File: src/rtl/csr_led_pwm.sv
// CSR-mapped LED controller: per-channel off/on/PWM/blink driven from one shared
// prescaled 8-bit period counter. CTRL, DUTY and PRESC sit at Addr..Addr+2.
package csr_led_pwm_pkg;
    typedef logic [11:0] csr_addr_t;
    typedef logic [4:0]  reg_idx_t;
    typedef logic [31:0] word_t;
    typedef enum logic [1:0] {CSR_RW = 2'd0, CSR_RS = 2'd1, CSR_RC = 2'd2} csr_t;
    typedef enum logic [1:0] {MODE_OFF, MODE_ON, MODE_PWM, MODE_BLINK} mode_t;
endpackage

// One LED channel: period-boundary duty shadow plus the registered drive.
module csr_led_pwm_ch
    import csr_led_pwm_pkg::*;
(
    input  logic       clk,
    input  logic       reset,
    input  logic [1:0] mode,
    input  logic [7:0] pcyc,
    input  logic       reload,
    input  logic [7:0] duty_nxt,
    output logic       led
);
    logic [7:0] shadow;
    mode_t      md;

    assign md = mode_t'(mode);

    always_ff @(posedge clk) begin
        if (reset) begin
            shadow <= '0;
            led    <= 1'b0;
        end else begin
            // Shadow only moves at the period boundary so a PWM period never glitches.
            if (reload)
                shadow <= duty_nxt;
            case (md)
                MODE_OFF:   led <= 1'b0;
                MODE_ON:    led <= 1'b1;
                MODE_PWM:   led <= (pcyc < shadow);
                MODE_BLINK: led <= pcyc[7];
                default:    led <= 1'b0;
            endcase
        end
    end
endmodule

module csr_led_pwm
    import csr_led_pwm_pkg::*;
#(
    parameter csr_addr_t Addr       = '0,
    parameter int        NumLeds    = 4,
    parameter int        PrescWidth = 16
) (
    input  logic               clk,
    input  logic               reset,
    input  logic               en,
    input  csr_addr_t          addr,
    input  reg_idx_t           rs1,
    input  reg_idx_t           rd,
    input  csr_t               op,
    input  word_t              in,
    output word_t              old,
    output logic [NumLeds-1:0] led
);
    localparam int        CW        = 2 * NumLeds;
    localparam int        DW        = 8 * NumLeds;
    localparam csr_addr_t AddrDuty  = csr_addr_t'(Addr + 1);
    localparam csr_addr_t AddrPresc = csr_addr_t'(Addr + 2);

    logic [CW-1:0]         ctrl;
    logic [DW-1:0]         duty;
    logic [DW-1:0]         duty_nxt;
    logic [PrescWidth-1:0] presc;
    logic [PrescWidth-1:0] pcnt;
    logic [7:0]            pcyc;

    logic  hit_ctrl, hit_duty, hit_presc;
    logic  wr_ok, ctrl_we, duty_we, presc_we;
    logic  tick, boundary;
    word_t wr_val;

    assign hit_ctrl  = (addr == Addr);
    assign hit_duty  = (addr == AddrDuty);
    assign hit_presc = (addr == AddrPresc);

    always_comb begin
        old = '0;
        if (hit_ctrl)
            old = word_t'(ctrl);
        else if (hit_duty)
            old = word_t'(duty);
        else if (hit_presc)
            old = word_t'(presc);
    end

    always_comb begin
        case (op)
            CSR_RW:  wr_val = in;
            CSR_RS:  wr_val = old | in;
            CSR_RC:  wr_val = old & ~in;
            default: wr_val = old;
        endcase
    end

    // Set/clear with rs1 == x0 is a pure read.
    assign wr_ok    = en && ((op == CSR_RW) || (((op == CSR_RS) || (op == CSR_RC)) && (rs1 != '0)));
    assign ctrl_we  = wr_ok && hit_ctrl;
    assign duty_we  = wr_ok && hit_duty;
    assign presc_we = wr_ok && hit_presc;

    // A PRESC write restarts the prescaler and swallows any tick on that edge.
    assign tick     = !presc_we && (pcnt == presc);
    assign boundary = tick && (pcyc == 8'hFF);
    assign duty_nxt = duty_we ? wr_val[DW-1:0] : duty;

    always_ff @(posedge clk) begin
        if (reset) begin
            ctrl  <= '0;
            duty  <= '0;
            presc <= '0;
            pcnt  <= '0;
            pcyc  <= '0;
        end else begin
            if (ctrl_we)
                ctrl <= wr_val[CW-1:0];
            if (duty_we)
                duty <= wr_val[DW-1:0];
            if (presc_we)
                presc <= wr_val[PrescWidth-1:0];

            if (presc_we || tick)
                pcnt <= '0;
            else
                pcnt <= pcnt + PrescWidth'(1);

            if (tick)
                pcyc <= pcyc + 8'd1;
        end
    end

    csr_led_pwm_ch u_ch [NumLeds-1:0] (
        .clk      (clk),
        .reset    (reset),
        .mode     (ctrl),
        .pcyc     (pcyc),
        .reload   (boundary),
        .duty_nxt (duty_nxt),
        .led      (led)
    );

    logic unused_ok;
    assign unused_ok = ^{rd, wr_val};
endmodule

File: config.mk
export PLATFORM = sky130hd
export DESIGN_NAME = csr_led_pwm
export DESIGN_NICKNAME = d
export VERILOG_FILES = /design/src/rtl/csr_led_pwm.sv
export SDC_FILE = /design/constraint.sdc
export NUM_CORES = 1
export LEC_CHECK = 0
export CAP_MARGIN = 20
export CORE_MARGIN = 2
export CORE_UTILIZATION = 39
export CTS_BUF_LIST = sky130_fd_sc_hd__clkbuf_16
export DETAILED_ROUTE_END_ITERATION = 7
export DONT_BUFFER_PORTS = 1
export HOLD_SLACK_MARGIN = 0.02
export PLACE_DENSITY = 0.57
export SETUP_SLACK_MARGIN = 0.1
export SLEW_MARGIN = 25
export SYNTH_ARGS = -nofsm -noshare
export SYNTH_HDL_FRONTEND = slang
export SYNTH_SLANG_ARGS = --single-unit
export TNS_END_PERCENT = 30
File: constraint.sdc
create_clock -name clk -period 3.55 [get_ports clk]
set_input_delay 0.355 -clock clk [delete_from_list [all_inputs] [get_ports clk]]
set_output_delay 0.355 -clock clk [all_outputs]
set_load 0.01 [all_outputs]
* Word level (Yosys, flattened, before mapping)
Index checks and enable logic that the tools add are counted.
** Word-level totals
- Register bits :: 116
- Word-level logic and storage cells :: 68
** Operators by class
- $add $sub $neg :: 2
- $lt $le $gt $ge :: 4
- Equality and inequality tests :: 18
- Multiplexer cells :: 9
- Bitwise logic cells :: 3
- Reductions and logical operators :: 19
** Operator list (count)
- $mux W32 :: 3
- $pmux W32 S3 :: 1
- $and A32 B32 Y32 :: 1
- $lt A8 B8 Y1 :: 4
- $not A32 Y32 :: 1
- $or A32 B32 Y32 :: 1
- $eq A2 B2 Y1 const B :: 9
- $add A16 B1 Y16 const B :: 1
- $eq A16 B16 Y1 :: 1
- $mux W16 :: 1
- $pmux W1 S4 :: 4
- $eq A12 B1 Y1 const B :: 1
- $eq A12 B2 Y1 const B :: 1
- $logic_not A12 Y1 :: 1
- $eq A2 B1 Y1 const B :: 5
- $logic_not A2 Y1 :: 5
- $add A8 B1 Y8 const B :: 1
- $eq A8 B8 Y1 const B :: 1
- $logic_and A1 B1 Y1 :: 7
- $reduce_bool A5 Y1 :: 1
- $logic_or A1 B1 Y1 :: 3
- $reduce_or A2 Y1 :: 1
- $logic_not A1 Y1 :: 1

* Logic depth before layout (Yosys ltp)
Gate-level depths: netlist of run 1.
- Depth in word-level cells :: 10
- Depth in mapped cells :: 10
- Gate-level depth less buffers :: 8

* Hierarchy
From an unflattened synthesis of run 1, not the netlist that was laid out.
** Second synthesis, totals
- Cell total of the unflattened synthesis :: 761
- Area, all modules :: 6490.0 um2
** By module, submodules not included
- csr_led_pwm :: instances 1, cells an instance 545, area an instance 4413.0 um2, seq. area each 1601.5 um2
- csr_led_pwm_ch :: instances 4, cells an instance 54, area an instance 519.2 um2, seq. area each 180.2 um2

* Least setup slack after synthesis of run 1
No wires, ideal clock.
- Path type :: input -> register
- Start :: input port op[0]
- End :: register u_ch[2].shadow[2]
- Setup time :: 0.142 ns
- Data arrival time :: 1.952 ns
- Required time :: 3.408 ns
- Path slack :: 1.456 ns
- Cell stages on the path :: 10
- Buffers on the path :: 2
- Cell sequence :: inv_1 ha_1 o21ai_1 a21o_1 or3_4 and3_1 buf_2 buf_4 nor2_1 a211oi_2
** On the way
- Longest elaborated chain between the ends :: 9
- Elaborated cells between the ends (all ways) :: 14
** Ends and longest elaborated chain
- start: declaration :: line 60 : input csr_t op,
- $eq A2 B1 Y1 or $eq A2 B2 Y1 (tied branches) :: line 97, 106
- $logic_or A1 B1 Y1 :: line 106 : assign wr_ok = en && ((op == CSR_RW) || (((op == CSR_RS) || (op == CSR_RC)) && (rs1 != '0)));
- $logic_and A1 B1 Y1 :: line 106
- $logic_or A1 B1 Y1 :: line 106
- $logic_and A1 B1 Y1 :: line 106
- $logic_and A1 B1 Y1 :: line 109 : assign presc_we = wr_ok && hit_presc;
- $logic_not A1 Y1 :: line 112 : assign tick = !presc_we && (pcnt == presc);
- $logic_and A1 B1 Y1 :: line 112
- $logic_and A1 B1 Y1 :: line 113 : assign boundary = tick && (pcyc == 8'hFF);
- end signal: assignment :: line 35 : shadow <= duty_nxt;
- end: declaration :: line 23 : logic [7:0] shadow;
Parallel ways exist; a longest one is shown, timed or not.
A chain may end at the register's enable or synchronous reset.

* Worst setup path in the final report of run 1
- Start :: register pcnt[6]
- End :: register u_ch[0].shadow[6]
** On the way
- Longest elaborated chain between the ends :: 3
** Ends and longest elaborated chain
- start: declaration :: line 74 : logic [PrescWidth-1:0] pcnt;
- start signal: assignment :: line 134 : pcnt <= pcnt + PrescWidth'(1);
- $eq A16 B16 Y1 :: line 112
- $logic_and A1 B1 Y1 :: line 112
- $logic_and A1 B1 Y1 :: line 113
- end signal: assignment :: line 35
- end: declaration :: line 23
Every way passes these cells.

==> flow_summary.html, run 1 <==
<table>
<tr><th>Metric</th><th>Value</th></tr>
<tr><th colspan="2">Setup path</th></tr>
<tr><td>Required time at the worst-slack endpoint</td><td>3.88 ns</td></tr>
<tr><td>Endpoint kind of the worst setup timing path</td><td>flop</td></tr>
<tr><td>Type of origin of the critical path</td><td>flop</td></tr>
<tr><td>Flop-to-flop setup slack</td><td>1.14 ns</td></tr>
<tr><td>Buffers plus inverters on the worst setup path</td><td>1</td></tr>
<tr><td>Data arrival time of the worst path</td><td>2.75 ns</td></tr>
<tr><td>Critical path's top delay family</td><td>simple AND/OR/NAND/NOR gates</td></tr>
<tr><td>Library cell contributing the largest single delay on the critical path</td><td>sky130_fd_sc_hd__or2_1</td></tr>
<tr><td>Largest fanout on the critical path</td><td>17</td></tr>
<tr><td>Worst stage delay on the critical path</td><td>0.57 ns</td></tr>
<tr><td>Cell-by-cell trace of the critical path</td><td>xnor2_1, nand4_1, nor4_4, buf_4, nand3_4, or2_1, o21ai_1</td></tr>
<tr><td>Reg-to-reg critical path startpoint</td><td>pcnt[6]$_SDFF_PP0_</td></tr>
<tr><td>Category of the most critical setup path</td><td>reg2reg</td></tr>
<tr><td>RR Endpoint</td><td>u_ch[0].shadow[6]$_SDFFE_PP0P_</td></tr>
<tr><td>Logic depth of the worst register-to-register path</td><td>7</td></tr>
<tr><th colspan="2">Route</th></tr>
<tr><td>Number of nets with antenna violations after routing</td><td>0</td></tr>
<tr><td>Via density</td><td>~5.5</td></tr>
<tr><td>DRT iter0 DRCs</td><td>257</td></tr>
<tr><td>Wire length per cell</td><td>approximately 17 µm</td></tr>
<tr><td>TritonRoute pass-1 iters</td><td>4</td></tr>
<tr><td>Number of vias after detailed routing</td><td>5301</td></tr>
<tr><td>DRC Markers</td><td>0</td></tr>
<tr><td>Aggregate routed wire length</td><td>16100 µm</td></tr>
<tr><th colspan="2">Clocking</th></tr>
<tr><td>Post_cts resized</td><td>0</td></tr>
<tr><td>Buffer count from post-CTS setup fixing</td><td>0</td></tr>
<tr><td>Worst-skew pair later-pin latency</td><td>0.41 ns</td></tr>
<tr><td>TritonCTS Sinks</td><td>116</td></tr>
<tr><td>Root buffer cell</td><td>sky130_fd_sc_hd__clkbuf_16</td></tr>
<tr><td>Clock transition at the registers of the reported paths</td><td>0.05 ns</td></tr>
<tr><td>TritonCTS clock tree</td><td>yes</td></tr>
<tr><td>CTS buffer count</td><td>17</td></tr>
<tr><td>Bufs on Longest Clock Path</td><td>2</td></tr>
<tr><td>H-tree Lvls</td><td>4</td></tr>
<tr><th colspan="2">STA</th></tr>
<tr><td>Fin Clk Skew</td><td>between 0.006 and 0.007 ns</td></tr>
<tr><td>Count of endpoints failing hold in the final timing report</td><td>0</td></tr>
<tr><td>Tcrit/Tclk final</td><td>0.680</td></tr>
<tr><td>Worst relative slew slack</td><td>0.338</td></tr>
<tr><td>Setup slack after layout</td><td>1.14 ns</td></tr>
<tr><td>Time the final worst path needs with I/O delays and setup</td><td>2.41 ns</td></tr>
<tr><td>Number of setup violations in the final report</td><td>0</td></tr>
<tr><td>Slew @ Worst Pin</td><td>0.989 ns</td></tr>
<tr><td>Final sum of negative setup slack</td><td>0 ns</td></tr>
<tr><td>RSZ-0062 raised after global routing</td><td>no</td></tr>
<tr><td>Max-slew violation total from the final report</td><td>0</td></tr>
<tr><td>Max Clock Freq</td><td>414 MHz</td></tr>
<tr><th colspan="2">Cells and area</th></tr>
<tr><td>Final Core Density</td><td>0.440</td></tr>
<tr><td>Most frequent standard cell in the layout excluding fill and tap cells</td><td>sky130_fd_sc_hd__nor2_1</td></tr>
<tr><td>Layout overhead on the synthesized area</td><td>10.4%</td></tr>
<tr><td>Fin area</td><td>roughly 0.007 mm²</td></tr>
<tr><td>Final-stage net count</td><td>828</td></tr>
<tr><td>Fraction of layout cells with a size suffix above 1</td><td>0.0937</td></tr>
<tr><td>Antenna Cells</td><td>0</td></tr>
<tr><td>Top library cells by usage in the layout, fill and taps aside</td><td>sky130_fd_sc_hd__nor2_1 (123), sky130_fd_sc_hd__dfxtp_1 (116), sky130_fd_sc_hd__nand2_1 (46), sky130_fd_sc_hd__inv_1 (44), sky130_fd_sc_hd__ha_1 (34)</td></tr>
<tr><td>Count of filler cells inserted in the layout</td><td>1593</td></tr>
<tr><th colspan="2">Power</th></tr>
<tr><td>Sequential share of power</td><td>0.446</td></tr>
<tr><td>Switching power</td><td>roughly 0.66 mW</td></tr>
<tr><td>Static leakage</td><td>2.35 nW</td></tr>
<tr><td>Combinational power share</td><td>0.051</td></tr>
<tr><td>Cell Pwr Density</td><td>around 420 mW/mm²</td></tr>
<tr><td>Clock power frac</td><td>0.503</td></tr>
<tr><td>IR drop worst, VDD</td><td>~0.33 mV</td></tr>
<tr><td>Sw Share</td><td>0.223</td></tr>
<tr><td>Total internal power</td><td>2.29 mW</td></tr>
<tr><th colspan="2">Run</th></tr>
<tr><td>Number of maximum-capacitance constraint violations</td><td>0</td></tr>
<tr><th colspan="2">Logic synthesis</th></tr>
<tr><td>Synth Cell Area</td><td>0.00633 mm²</td></tr>
<tr><td>Count of cell types in the netlist</td><td>53</td></tr>
<tr><td>Most used flip-flop cell after synthesis</td><td>sky130_fd_sc_hd__dfxtp_1</td></tr>
<tr><td>Number of enable-type register cells in the synthesized netlist</td><td>0</td></tr>
<tr><td>Post-synthesis sequential area ratio</td><td>0.367</td></tr>
<tr><td>Mean post-synth cell area</td><td>8.40 µm²</td></tr>
<tr><td>Synth warn</td><td>0</td></tr>
<tr><td>Area fraction of the dominant cell type after synthesis</td><td>0.367</td></tr>
<tr><td>Largest area contributor in the synthesized netlist</td><td>sky130_fd_sc_hd__dfxtp_1</td></tr>
<tr><td>Post-synthesis register bit count</td><td>116</td></tr>
<tr><td>Fraction of synthesis flops using an asynchronous set or reset pin</td><td>0</td></tr>
<tr><td>Mapped Cells</td><td>753</td></tr>
<tr><td>Cell types with the largest area share after synthesis</td><td>sky130_fd_sc_hd__dfxtp_1 (37%), sky130_fd_sc_hd__nor2_1 (7.3%), sky130_fd_sc_hd__ha_1 (6.7%)</td></tr>
<tr><td>Post-synthesis net count</td><td>846</td></tr>
<tr><th colspan="2">Place</th></tr>
<tr><td>Port bufs</td><td>0</td></tr>
<tr><td>Post-DP HPWL</td><td>between 10000 and 15000 µm</td></tr>
<tr><td>Post-Place Cell Area</td><td>0.00644 mm²</td></tr>
<tr><td>Routability cong.</td><td>between 0.8 and 0.9</td></tr>
<tr><td>Setup slack at placement</td><td>between 0.8 and 0.9 ns</td></tr>
<tr><th colspan="2">Die</th></tr>
<tr><td>Std-Cell Core Area</td><td>0.0159 mm²</td></tr>
<tr><td>Top Ports</td><td>95</td></tr>
<tr><td>Chip Height</td><td>131 µm</td></tr>
<tr><td>Number of standard-cell rows in the floorplan</td><td>46</td></tr>
<tr><td>Die outline area</td><td>0.0173 mm²</td></tr>
<tr><td>DIE WIDTH</td><td>about 130 µm</td></tr>
<tr><td>Initial Utilization</td><td>0.398</td></tr>
<tr><th colspan="2">Worst hold path</th></tr>
<tr><td>Start point of the worst hold path</td><td>reset</td></tr>
<tr><td>Path type of the worst min-delay path</td><td>in2reg</td></tr>
<tr><td>Endpoint of the worst hold-timing path</td><td>u_ch[1].led$_SDFF_PP0_</td></tr>
<tr><td>Hold path depth</td><td>1</td></tr>
<tr><th colspan="2">Global route</th></tr>
<tr><td>Pin count of the biggest net entering global routing</td><td>62</td></tr>
<tr><td>Global route overflow</td><td>0</td></tr>
<tr><td>Antenna violations before repair</td><td>0</td></tr>
<tr><td>All-layer global routing usage</td><td>0.185</td></tr>
<tr><td>First-pass GRT wire length</td><td>25400 µm</td></tr>
<tr><td>Number of global-route vias before repair</td><td>about 5k</td></tr>
<tr><th colspan="2">Status</th></tr>
<tr><td>Result of the run</td><td>finished clean</td></tr>
</table>
==> power groups by stage <==
| stage | clock network [mW] | logic (mW) | registers [mW] |
|---|---|---|---|
| 5_1_grt | 1.57 | 0.163 | 1.32 |
| 6_report | 1.48 | 0.150 | 1.32 |
| 3_5_place_dp | 0 | 0.128 | 1.34 |
| 3_3_place_gp | 0 | 0.124 | 1.34 |
| 4_1_cts | 1.51 | 0.150 | 1.32 |
| 2_1_floorplan | 0 | 0.116 | 1.34 |
==> layer usage <==
layer | part of all wire | up-vias | GRT usage | routed length, µm
met4 | 0.018 | 0 | 0.0749 | 298
met5 | 0 | - | 0 | 0
met1 | 0.45 | 2551 | 0.223 | 7200
met3 | 0.047 | 19 | 0.0478 | 759
li1 | - | 2597 | - | -
met2 | 0.49 | 134 | 0.315 | 7870
==> logic make-up (layout without fill, tap and decap cells) <==
family	after synthesis	after routing	synth area share
AO/OA/AOI/OAI	189	189	0.216
XOR/XNOR	33	33	0.0457
adder cells (fa/ha/maj)	34	34	0.0672
buffers and inverters	88	82	0.0617
flip-flops	116	116	0.367
multiplexers	3	3	0.00475
AND/OR/NAND/NOR	290	290	0.238
==> final cells by class <==
class,count,area (µm²),share of cell area
Multi-Input combinational cell,549,3620,0.519
Timing Repair Buffer,12,113,0.0161
Clock inverter,14,82.6,0.0118
Sequential cell,116,2320,0.333
Clock buffer,17,425,0.0609
Tap cell,216,270,0.0387
Inverter,39,146,0.0210
==> repair_timing <==
action | CTS | global route
endpoints found under the hold margin | 61 | 0
hold buffers | 2 | 0
setup endpoints to repair | 0 | 0
==> worst reg2reg max path: cells and delay by family (launching register included) <==
kind / cells / cell delay, ns
AOI/OAI and AO/OA: 1 / 0.25
buffers and inverters: 1 / 0.22
and+or+nand+nor: 4 / 1.27
DFF: 1 / 0.43
xor gates and xnor gates: 1 / 0.15
==> per-stage QoR <==
| step | instances | hold WS (ns) | power, mW |
|---|---|---|---|
| floorplan | 753 | 0.455 | 1.46 |
| global placement | 930 | 0.442 | 1.47 |
| detailed placement | 930 | 0.438 | 1.47 |
| CTS | 963 | 0.0690 | 2.97 |
| global route | 963 | 0.0828 | 3.05 |
| finish | 963 | 0.0898 | 2.95 |
==> worst max-delay path by stage <==
stage                             from                        endpoint  cells after the start
finish              pcnt[6]$_SDFF_PP0_  u_ch[0].shadow[6]$_SDFFE_PP0P_                      7
global route        pcnt[6]$_SDFF_PP0_  u_ch[0].shadow[6]$_SDFFE_PP0P_                      7
CTS                 pcnt[6]$_SDFF_PP0_  u_ch[0].shadow[6]$_SDFFE_PP0P_                      7
detailed placement               op[0]  u_ch[0].shadow[6]$_SDFFE_PP0P_                      8
global placement                 op[0]  u_ch[1].shadow[0]$_SDFFE_PP0P_                      8
floorplan                        op[0]  u_ch[2].shadow[2]$_SDFFE_PP0P_                     10
==> sequential cells by signal, summed over array words and instances (netlist names) <==
register,count
u_ch.led,4
duty,32
pcnt,16
ctrl,8
u_ch.shadow,32
presc,16
pcyc,8
==> cell usage after synthesis, types with 15 or more instances <==
library cell	n
sky130_fd_sc_hd__a21oi_1	24
sky130_fd_sc_hd__o21ai_0	24
sky130_fd_sc_hd__o31a_1	15
sky130_fd_sc_hd__dfxtp_1	116
sky130_fd_sc_hd__nand3b_1	16
sky130_fd_sc_hd__nor2_1	123
sky130_fd_sc_hd__a211oi_1	18
sky130_fd_sc_hd__clkbuf_1	29
sky130_fd_sc_hd__and2_1	22
sky130_fd_sc_hd__a22oi_1	16
sky130_fd_sc_hd__a211oi_2	16
sky130_fd_sc_hd__o21ai_1	23
sky130_fd_sc_hd__nand2_1	46
sky130_fd_sc_hd__xnor2_1	23
sky130_fd_sc_hd__inv_1	39
sky130_fd_sc_hd__ha_1	34
Note: power is estimated with default switching activity, not from simulation.
==> run 2, diff against run 1 <==
--- a/config.mk
+++ b/config.mk
@@ -12,7 +12,7 @@
 export DETAILED_ROUTE_END_ITERATION = 7
 export DONT_BUFFER_PORTS = 1
 export HOLD_SLACK_MARGIN = 0.02
-export PLACE_DENSITY = 0.57
+export PLACE_DENSITY = 0.59
 export SETUP_SLACK_MARGIN = 0.1
 export SLEW_MARGIN = 25
 export SYNTH_ARGS = -nofsm -noshare
==> constraint.sdc (replaced) <==
create_clock -name clk -period 2.1 [get_ports clk]
set_input_delay 0.21 -clock clk [delete_from_list [all_inputs] [get_ports clk]]
set_output_delay 0.21 -clock clk [all_outputs]
set_load 0.01 [all_outputs]
==> run 2 against run 1 <==
Against the previous run: non-clock buffer count grew 55; combinational power grew 93%; critical path depth shrank 2; via count grew 3.1%; hold slack lost 0.059 ns; total power grew 66%; flip-flop and latch count is the same; cell count grew 5.8%; clock-buffer cell count is the same.
==> flow_summary.html, run 2 (synthesis gave the netlist of run 1 again) <==
<table>
<tr><th>Metric</th><th>Value</th></tr>
<tr><th colspan="2">Global route</th></tr>
<tr><td>Number of global-route vias before repair</td><td>5365 (was 4913)</td></tr>
<tr><td>Antenna violations before repair</td><td>1 (was 0)</td></tr>
<tr><td>First-pass GRT wire length</td><td>27200 µm (was 25400 µm)</td></tr>
<tr><td>Global route overflow</td><td>0 (unchanged)</td></tr>
<tr><td>Pin count of the biggest net entering global routing</td><td>86 (was 62)</td></tr>
<tr><td>All-layer global routing usage</td><td>0.195 (was 0.185)</td></tr>
<tr><th colspan="2">STA</th></tr>
<tr><td>Time the final worst path needs with I/O delays and setup</td><td>1.98 ns (was 2.41 ns)</td></tr>
<tr><td>Max-slew violation total from the final report</td><td>0 (unchanged)</td></tr>
<tr><td>Max Clock Freq</td><td>505 MHz (was 414 MHz)</td></tr>
<tr><td>Slew @ Worst Pin</td><td>0.574 ns (was 0.989 ns)</td></tr>
<tr><td>Worst relative slew slack</td><td>0.617 (was 0.338)</td></tr>
<tr><td>Final sum of negative setup slack</td><td>0 ns (unchanged)</td></tr>
<tr><td>Number of setup violations in the final report</td><td>0 (unchanged)</td></tr>
<tr><td>Count of endpoints failing hold in the final timing report</td><td>0 (unchanged)</td></tr>
<tr><td>RSZ-0062 raised after global routing</td><td>yes (was no)</td></tr>
<tr><td>Tcrit/Tclk final</td><td>0.942 (was 0.680)</td></tr>
<tr><td>Worst hold slack after final layout</td><td>0.0306 ns (was 0.0898 ns)</td></tr>
<tr><td>Fin Clk Skew</td><td>0.00475 ns (was 0.00651 ns)</td></tr>
<tr><th colspan="2">Setup path</th></tr>
<tr><td>Library cell contributing the largest single delay on the critical path</td><td>sky130_fd_sc_hd__dlygate4sd3_1 (was sky130_fd_sc_hd__or2_1)</td></tr>
<tr><td>Required time at the worst-slack endpoint</td><td>2.45 ns (was 3.88 ns)</td></tr>
<tr><td>Type of origin of the critical path</td><td>flop (unchanged)</td></tr>
<tr><td>Critical path's top delay family</td><td>compound AO/OA/AOI/OAI gates (was simple AND/OR/NAND/NOR gates)</td></tr>
<tr><td>Worst stage delay on the critical path</td><td>0.57 ns (about the same)</td></tr>
<tr><td>Data arrival time of the worst path</td><td>2.33 ns (was 2.75 ns)</td></tr>
<tr><td>Category of the most critical setup path</td><td>reg2reg (unchanged)</td></tr>
<tr><td>Cell-by-cell trace of the critical path</td><td>nor2b_1, o221ai_1, o31a_1, a211oi_1, dlygate4sd3_1 (was xnor2_1, nand4_1, nor4_4, buf_4, nand3_4, or2_1, o21ai_1)</td></tr>
<tr><td>Largest fanout on the critical path</td><td>3 (was 17)</td></tr>
<tr><td>Endpoint kind of the worst setup timing path</td><td>flop (unchanged)</td></tr>
<tr><td>Buffers plus inverters on the worst setup path</td><td>1 (unchanged)</td></tr>
<tr><th colspan="2">Place</th></tr>
<tr><td>Post-DP HPWL</td><td>12100 µm (was 11600 µm)</td></tr>
<tr><td>Post-Place Cell Area</td><td>0.00673 mm² (was 0.00644 mm²)</td></tr>
<tr><td>Routability cong.</td><td>0.829 (was 0.820)</td></tr>
<tr><td>Port bufs</td><td>0 (unchanged)</td></tr>
<tr><th colspan="2">Die</th></tr>
<tr><td>Chip Height</td><td>131 µm (unchanged)</td></tr>
<tr><td>Number of standard-cell rows in the floorplan</td><td>46 (unchanged)</td></tr>
<tr><td>Std-Cell Core Area</td><td>0.0159 mm² (unchanged)</td></tr>
<tr><td>DIE WIDTH</td><td>131 µm (unchanged)</td></tr>
<tr><td>Top Ports</td><td>95 (unchanged)</td></tr>
<tr><td>Die outline area</td><td>0.0173 mm² (unchanged)</td></tr>
<tr><td>Initial Utilization</td><td>0.398 (unchanged)</td></tr>
<tr><th colspan="2">Clocking</th></tr>
<tr><td>Root buffer cell</td><td>sky130_fd_sc_hd__clkbuf_16 (unchanged)</td></tr>
<tr><td>Worst-skew pair later-pin latency</td><td>0.41 ns (about the same)</td></tr>
<tr><td>H-tree Lvls</td><td>4 (unchanged)</td></tr>
<tr><td>Bufs on Longest Clock Path</td><td>2 (unchanged)</td></tr>
<tr><td>CTS buffer count</td><td>17 (unchanged)</td></tr>
<tr><td>TritonCTS Sinks</td><td>116 (unchanged)</td></tr>
<tr><td>Clock transition at the registers of the reported paths</td><td>0.05 ns (about the same)</td></tr>
<tr><td>TritonCTS clock tree</td><td>yes (unchanged)</td></tr>
<tr><th colspan="2">Worst hold path</th></tr>
<tr><td>Path type of the worst min-delay path</td><td>in2reg (unchanged)</td></tr>
<tr><th colspan="2">Cells and area</th></tr>
<tr><td>Fin area</td><td>0.00757 mm² (was 0.00698 mm²)</td></tr>
<tr><td>Most frequent standard cell in the layout excluding fill and tap cells</td><td>sky130_fd_sc_hd__nor2_1 (unchanged)</td></tr>
<tr><td>Largest registers ranked by flip-flop count</td><td>duty (32), u_ch.shadow (32) (unchanged)</td></tr>
<tr><td>Top library cells by usage in the layout, fill and taps aside</td><td>sky130_fd_sc_hd__nor2_1 (123), sky130_fd_sc_hd__dfxtp_1 (103), sky130_fd_sc_hd__nand2_1 (46), sky130_fd_sc_hd__inv_1 (44), sky130_fd_sc_hd__buf_4 (39) (was sky130_fd_sc_hd__nor2_1 (123), sky130_fd_sc_hd__dfxtp_1 (116), sky130_fd_sc_hd__nand2_1 (46), sky130_fd_sc_hd__inv_1 (44), sky130_fd_sc_hd__ha_1 (34))</td></tr>
<tr><td>Final-stage net count</td><td>883 (was 828)</td></tr>
<tr><td>Layout overhead on the synthesized area</td><td>19.6% (was 10.4%)</td></tr>
<tr><td>Final Core Density</td><td>0.476 (was 0.440)</td></tr>
<tr><td>Fraction of layout cells with a size suffix above 1</td><td>0.158 (was 0.0937)</td></tr>
<tr><th colspan="2">Route</th></tr>
<tr><td>Via density</td><td>5.36 (was 5.50)</td></tr>
<tr><td>Wire length per cell</td><td>16.7 µm (about the same)</td></tr>
<tr><td>Number of nets with antenna violations after routing</td><td>0 (unchanged)</td></tr>
<tr><td>DRT iter0 DRCs</td><td>222 (was 257)</td></tr>
<tr><td>DRC Markers</td><td>0 (unchanged)</td></tr>
<tr><td>TritonRoute pass-1 iters</td><td>4 (unchanged)</td></tr>
<tr><td>Aggregate routed wire length</td><td>17000 µm (was 16100 µm)</td></tr>
<tr><td>Number of vias after detailed routing</td><td>5465 (was 5301)</td></tr>
<tr><th colspan="2">Power</th></tr>
<tr><td>Design Power</td><td>4.90 mW (was 2.95 mW)</td></tr>
<tr><td>Cell Pwr Density</td><td>648 mW/mm² (was 423 mW/mm²)</td></tr>
<tr><td>Static leakage</td><td>2.68 nW (was 2.35 nW)</td></tr>
<tr><td>IR drop worst, VDD</td><td>0.513 mV (was 0.326 mV)</td></tr>
<tr><th colspan="2">Run</th></tr>
<tr><td>Number of maximum-capacitance constraint violations</td><td>0 (unchanged)</td></tr>
<tr><th colspan="2">Status</th></tr>
<tr><td>Result of the run</td><td>finished clean (unchanged)</td></tr>
</table>
-- run 2: cell count changes in the layout (fill, tap and decap cells not counted), sizes merged --
cell,change
diode,+1
clkbuf,+1
clkinv,+1
dlygate4sd3,+20
buf,+34
bufinv,-1
-- run 2: worst register-to-register path, delay by kind of cell (launching register included) --
family,cells,cell delay (ns)
compound gates,3,0.83
buf+inv,1,0.57
flops,1,0.36
simple gates,1,0.15
-- run 2: report_power, final --
| part | internal, mW | switching [mW] | leakage, nW |
|---|---|---|---|
| Sequential | 2.21 | 0.00963 | 0.941 |
| Combinational | 0.125 | 0.165 | 1.48 |
| Clock | 1.44 | 0.952 | 0.262 |
| Total | 3.78 | 1.13 | 2.68 |
-- run 2: per-stage QoR --
step                      instances  setup slack [ns]
final                          1019             0.122
after global routing           1018            0.0312
after CTS                      1016             0.113
after detailed placement        963            0.0361
after global placement          963            0.0964
after floorplan                 753             0.138
-- run 2: path summary, 6_finish.rpt --
| check | startpoint | endpoint | slack (ns) | cells after the start |
|---|---|---|---|---|
| max | presc[2]$_SDFFE_PP0P_ | presc[2]$_SDFFE_PP0P_ | 0.12 | 5 |
| min | in[31] | duty[31]$_SDFF_PP0_ | 0.03 | 2 |
| max reg2reg | presc[2]$_SDFFE_PP0P_ | presc[2]$_SDFFE_PP0P_ | 0.12 | 5 |
| min reg2reg | u_ch[1].shadow[7]$_SDFFE_PP0P_ | u_ch[1].shadow[7]$_SDFFE_PP0P_ | 0.48 | 2 |
-- run 2: cell type report --
type | instances | area, µm²
fill | 1546 | 8320
clock inverter | 14 | 58.8
inverter | 39 | 146
antenna | 1 | 2.50
timing repair buffer | 67 | 647
clock buffer | 17 | 425
tap | 216 | 270
multi-input combinational | 549 | 3680
sequential | 116 | 2340
-- run 2: routing by layer --
layer	track usage	wire [µm]	up-vias
li1	-	-	2709
met3	0.0598	911	31
met4	0.0767	518	0
met1	0.227	7230	2594
met5	0	0	-
met2	0.336	8330	131
-- run 2: repair_timing --
action	CTS	global route
endpoints found under the setup margin	17	36
hold endpoints to repair	99	0
setup buffers	0	1
gates cloned	0	1
pin swaps	1	8
resized for setup	4	20
hold buffers	22	0
